**src/rtl/alu_arbiter.sv**
```systemverilog
// alu_arbiter: shares one combinational ALU between two requesters.
// Round-robin grant, one operation in flight; the result and carry are
// registered and returned on a single response channel tagged with the id.
// Ports:
//   clk, rst_n                  clock, synchronous active-low reset
//   req{0,1}_valid/ready        request handshake (ready is combinational)
//   req{0,1}_a/_b/_sel          request operands and opcode
//   alu_a/alu_b/alu_sel         registered drive to the external ALU
//   alu_out/alu_carry           ALU result inputs
//   rsp_valid/ready/id/data/carry/err  response channel
module alu_arbiter #(
  parameter int unsigned WIDTH   = 16,
  parameter int unsigned SEL_W   = 4,
  parameter int unsigned NUM_OPS = 8
) (
  input  logic             clk,
  input  logic             rst_n,
  input  logic             req0_valid,
  output logic             req0_ready,
  input  logic [WIDTH-1:0] req0_a,
  input  logic [WIDTH-1:0] req0_b,
  input  logic [SEL_W-1:0] req0_sel,
  input  logic             req1_valid,
  output logic             req1_ready,
  input  logic [WIDTH-1:0] req1_a,
  input  logic [WIDTH-1:0] req1_b,
  input  logic [SEL_W-1:0] req1_sel,
  output logic [WIDTH-1:0] alu_a,
  output logic [WIDTH-1:0] alu_b,
  output logic [SEL_W-1:0] alu_sel,
  input  logic [WIDTH-1:0] alu_out,
  input  logic             alu_carry,
  output logic             rsp_valid,
  input  logic             rsp_ready,
  output logic             rsp_id,
  output logic [WIDTH-1:0] rsp_data,
  output logic             rsp_carry,
  output logic             rsp_err
);

  // One extra bit so NUM_OPS == 2**SEL_W still compares correctly.
  localparam logic [SEL_W:0] OP_LIMIT = (SEL_W+1)'(NUM_OPS);

  typedef enum logic [1:0] {
    S_IDLE = 2'd0,
    S_EXEC = 2'd1,
    S_RESP = 2'd2
  } state_t;

  state_t           r_state;
  state_t           w_next_state;
  logic             r_last_grant;
  logic             r_cur_id;
  logic             r_illegal;
  logic [WIDTH-1:0] r_alu_a;
  logic [WIDTH-1:0] r_alu_b;
  logic [SEL_W-1:0] r_alu_sel;
  logic             r_rsp_valid;
  logic             r_rsp_id;
  logic [WIDTH-1:0] r_rsp_data;
  logic             r_rsp_carry;
  logic             r_rsp_err;

  logic             w_any;
  logic             w_pick_id;
  logic             w_accept;
  logic             w_illegal;
  logic [WIDTH-1:0] w_sel_a;
  logic [WIDTH-1:0] w_sel_b;
  logic [SEL_W-1:0] w_sel_op;

  // Round-robin winner selection and operand mux; reset suppresses ready.
  always_comb begin
    w_any     = req0_valid | req1_valid;
    w_pick_id = 1'b0;
    if (req0_valid && req1_valid) begin
      w_pick_id = ~r_last_grant;
    end else if (req1_valid) begin
      w_pick_id = 1'b1;
    end
    w_accept  = rst_n && (r_state == S_IDLE) && w_any;
    w_sel_a   = w_pick_id ? req1_a   : req0_a;
    w_sel_b   = w_pick_id ? req1_b   : req0_b;
    w_sel_op  = w_pick_id ? req1_sel : req0_sel;
    w_illegal = ({1'b0, w_sel_op} >= OP_LIMIT);
  end

  assign req0_ready = w_accept & ~w_pick_id;
  assign req1_ready = w_accept &  w_pick_id;

  // Next-state logic.
  always_comb begin
    w_next_state = r_state;
    case (r_state)
      S_IDLE:  if (w_accept) w_next_state = S_EXEC;
      S_EXEC:  w_next_state = S_RESP;
      S_RESP:  if (rsp_ready) w_next_state = S_IDLE;
      default: w_next_state = S_IDLE;
    endcase
  end

  // State register plus datapath registers.
  always_ff @(posedge clk) begin
    if (!rst_n) begin
      r_state      <= S_IDLE;
      r_last_grant <= 1'b1;
      r_cur_id     <= 1'b0;
      r_illegal    <= 1'b0;
      r_alu_a      <= '0;
      r_alu_b      <= '0;
      r_alu_sel    <= '0;
      r_rsp_valid  <= 1'b0;
      r_rsp_id     <= 1'b0;
      r_rsp_data   <= '0;
      r_rsp_carry  <= 1'b0;
      r_rsp_err    <= 1'b0;
    end else begin
      r_state <= w_next_state;
      case (r_state)
        S_IDLE: begin
          if (w_accept) begin
            r_cur_id     <= w_pick_id;
            r_last_grant <= w_pick_id;
            r_illegal    <= w_illegal;
            // ALU inputs are loaded for the EXEC cycle only; illegal ops leave them 0.
            if (!w_illegal) begin
              r_alu_a   <= w_sel_a;
              r_alu_b   <= w_sel_b;
              r_alu_sel <= w_sel_op;
            end
          end
        end
        S_EXEC: begin
          r_alu_a     <= '0;
          r_alu_b     <= '0;
          r_alu_sel   <= '0;
          r_rsp_valid <= 1'b1;
          r_rsp_id    <= r_cur_id;
          r_rsp_data  <= r_illegal ? '0 : alu_out;
          r_rsp_carry <= r_illegal ? 1'b0 : alu_carry;
          r_rsp_err   <= r_illegal;
        end
        S_RESP: begin
          if (rsp_ready) begin
            r_rsp_valid <= 1'b0;
            r_rsp_id    <= 1'b0;
            r_rsp_data  <= '0;
            r_rsp_carry <= 1'b0;
            r_rsp_err   <= 1'b0;
          end
        end
        default: ;
      endcase
    end
  end

  assign alu_a     = r_alu_a;
  assign alu_b     = r_alu_b;
  assign alu_sel   = r_alu_sel;
  assign rsp_valid = r_rsp_valid;
  assign rsp_id    = r_rsp_id;
  assign rsp_data  = r_rsp_data;
  assign rsp_carry = r_rsp_carry;
  assign rsp_err   = r_rsp_err;

endmodule
```
**config.mk**
```make
export PLATFORM = sky130hd
export DESIGN_NAME = alu_arbiter
export DESIGN_NICKNAME = d
export VERILOG_FILES = /design/src/rtl/alu_arbiter.sv
export SDC_FILE = /design/constraint.sdc
export NUM_CORES = 1
export LEC_CHECK = 0
export CAP_MARGIN = 25
export CORE_ASPECT_RATIO = 1.1
export CORE_MARGIN = 4
export CORE_UTILIZATION = 43
export CTS_CLUSTER_SIZE = 12
export DETAILED_ROUTE_END_ITERATION = 6
export GPL_TIMING_DRIVEN = 0
export PLACE_DENSITY = 0.92
export SETUP_SLACK_MARGIN = 0.5
export SLEW_MARGIN = 20
export SYNTH_ARGS = -nofsm -noshare
export SYNTH_HDL_FRONTEND = slang
export SYNTH_SLANG_ARGS = --single-unit
```
**constraint.sdc**
```tcl
create_clock -name clk -period 4.5 [get_ports clk]
set_clock_uncertainty 0.15 [all_clocks]
set_input_delay 0.675 -clock clk [delete_from_list [all_inputs] [get_ports clk]]
set_output_delay 0.675 -clock clk [all_outputs]
set_load 0.1 [all_outputs]
```
==> results.md <==
- Max VDD drop: 0.226 mV
- I/O Pins: 152
- Nets@finish: 562
- Core Util, Final: 0.722
- Commonest cells after routing, fill and taps aside: 150 x clkdlybuf4s50_1, 61 x dfxtp_1, 37 x mux2i_1, 36 x nand3_1, 35 x nand4_1
- Iteration-0 DRC Markers: 127
- Clock sink count: 61
- Core footprint: 6710 um2
- First-pass GRT wire length: 14.7 mm
- Initial antenna violation count: 0
- Final WS setup: 0.626 ns
- Sequential share of power: 0.343
- PwrDens: 366 nW/um2
- Slew Limit Headroom: 0.310
- Diode count: 0
- Critical Path RT: 3.67 ns
- Rows: 31
- Detailed Routing Iterations Pass 1: 4
- Final WL: 9.49 mm
- Syn Area/Cell: 9.83 um2
- Hold buffers post-CTS: 0
- Share of layout cells above drive strength 1: 0.121
- TritonCTS Buffers: 9
- Synthesis-to-finish area growth: 61.2%
- P_int: 1.12 mW
- Clk pwr share: 0.310
- Global Route Usage Sum: 0.223
- XOR/XNOR share of the synthesized area: 0
- Post-CTS Setup Inserts: 0
- Fmax: 258 MHz
- #FFs+latches synth: 61
- Pre-CTS setup slack: 0.316 ns
- Largest area contributor in the netlist: dfxtp_1
- Max_cap viols: 0
- Overall power: 1.77 mW
- TNS Setup: 0 ns
- Routed vias: 3,071
- RSZ-0062 raised after global routing: no
- Yosys top cell area share: 0.406
- Mapped Nets: 400
- Hold Vio Cnt, Final: 0
- Largest family of logic cells by synthesized area: simple AND/OR/NAND/NOR gates
- Clk buf depth: 2
- Worst setup EP type: primary output
- Final min period: 3.87 ns
- Crit path DAT: 3.05 ns
- DIE AREA: 8400 um2
- Remaining Overflow, GRT: 0
- Starting Density: 0.448
- Final Setup Violations: 0
- Via/cell ratio: 5.53
- Final GP Congestion: 0.856
- Multiplexer share of the synthesized area: 0.123
- Root Buffer: clkbuf_8
- Die width: 87.7 um
- Status: finished, final reports clean
- Max Slew Vio Count: 0
- Most common cell after layout, fill and taps aside: clkdlybuf4s50_1
- Vias in the first global route: 3,135
- Net Switching: 0.651 mW
- WS Path Type: input port to primary output
- Top_reg_cell synth: dfxtp_1
- Critical Path Start Type: input port
- Comb pwr share: 0.346
- Post-Syn Area: 3010 um2
- Yosys cell types: 27
- Number of synthesized flops with an enable pin: 0
- Worst-Margin Slew: 1.03 ns
- Detail Route Antenna Nets: 0
- CTS tree: done
- Post-Synth Simple-Gate Area: 0.211
- Remaining DRCs: 0
- Yosys Warn Count: 0
- H-tree depth: 3
- Max FO, Critical Path: 5
- Largest net degree at the start of global routing: 11
- Adder-Cell Fraction of Synth Area: 0
- Fraction of registers with async set/reset: 0
- Worst hold path type: flip-flop to flip-flop
- Syn Inst Count: 306
- DP HPWL: 7.27 mm
- Worst-skew pair later-pin latency: 0.34 ns
- Sw Share: 0.367
- Die height: 95.7 um
- Post-route clock period utilization: 0.861
- Clk slew on worst S/H paths: 0.06 ns
- LEAKAGE: 1.93 nW
- Post-synthesis sequential area ratio: 0.406
- Main area contributors after synthesis: dfxtp_1 41%, o211ai_2 12%, mux2i_1 12%
- Compound-gate portion of the synthesized area: 0.200
- Routed WL per cell: 17.1 um
- Port buffer count: 151
logic make-up after synthesis:
family / after synthesis
compound gates: 60
buf+inv: 37
flops: 61
mux: 37
simple gates: 111
synthesized netlist by cell type, types with 3 or more instances:
cell type / n
a22oi_1: 18
buf_2: 4
buf_6: 5
clkbuf_1: 24
dfxtp_1: 61
inv_1: 3
mux2i_1: 37
nand2_1: 3
nand3_1: 36
nand4_1: 35
nor2_1: 9
nor2b_1: 21
o211ai_1: 5
o211ai_2: 30
flip-flops by register name, indices dropped and copies added, names as in the netlist:
signal,flops
alu_a,16
alu_b,16
rsp_data,16
alu_sel,4
r_state,2
r_cur_id,1
r_illegal,1
r_last_grant,1
rsp_carry,1
rsp_err,1
rsp_id,1
rsp_valid,1
final cells by class:
class / count / area (um2)
clock buffer: 12 / 155
tap: 82 / 103
clock inverter: 4 / 70.1
fill: 512 / 1860
timing repair buffer: 151 / 1510
sequential: 61 / 1220
multi-input combinational: 208 / 1600
inverter: 4 / 15.0
buffer: 33 / 166
per-layer routing:
metal / GRT usage / part of all wire / up-vias
li1: - / - / 1481
met1: 0.261 / 0.41 / 1450
met2: 0.389 / 0.50 / 126
met3: 0.0599 / 0.072 / 14
met4: 0.0844 / 0.016 / 0
met5: 0 / 0 / -
worst max-delay path: stages:
cell and delay [ns]:
clkdlybuf4s50_1 0.50, nor3b_1 0.48, o21ai_0 0.37, nor2_1 0.18
clkdlybuf4s15_1 0.84
path summary, 6_finish.rpt:
path | startpoint | to | slack (ns) | cells after the start
worst min register to register | alu_sel[3] | alu_sel[3] | 0.29 | 2
worst max-delay path | rst_n | req0_ready | 0.63 | 5
worst min-delay path | alu_sel[3] | alu_sel[3] | 0.29 | 2
worst max register to register | r_state[0] | rsp_data[13] | 2.53 | 5
per-stage QoR:
stage	hold slack [ns]	instances	instance area, um2
2_1_floorplan	0.313	306	3010
3_3_place_gp	0.270	539	4620
3_5_place_dp	0.279	539	4620
4_1_cts	0.287	555	4840
5_1_grt	0.302	555	4850
6_report	0.292	555	4850
power groups by stage:
| stage | logic [mW] | registers (mW) | clock network [mW] |
|---|---|---|---|
| floorplan | 0.167 | 0.868 | 0 |
| global placement | 0.609 | 0.617 | 0 |
| detailed placement | 0.617 | 0.619 | 0 |
| CTS | 0.618 | 0.608 | 0.559 |
| global route | 0.642 | 0.612 | 0.589 |
| finish | 0.615 | 0.609 | 0.551 |
repair_timing:
action | 4_1_cts | 5_1_grt
resized for setup | 1 | 1
hold endpoints to repair | 0 | 0
pin swaps | 0 | 0
endpoints found under the setup margin | 1 | 1
Power figures use the tool's default switching activity.
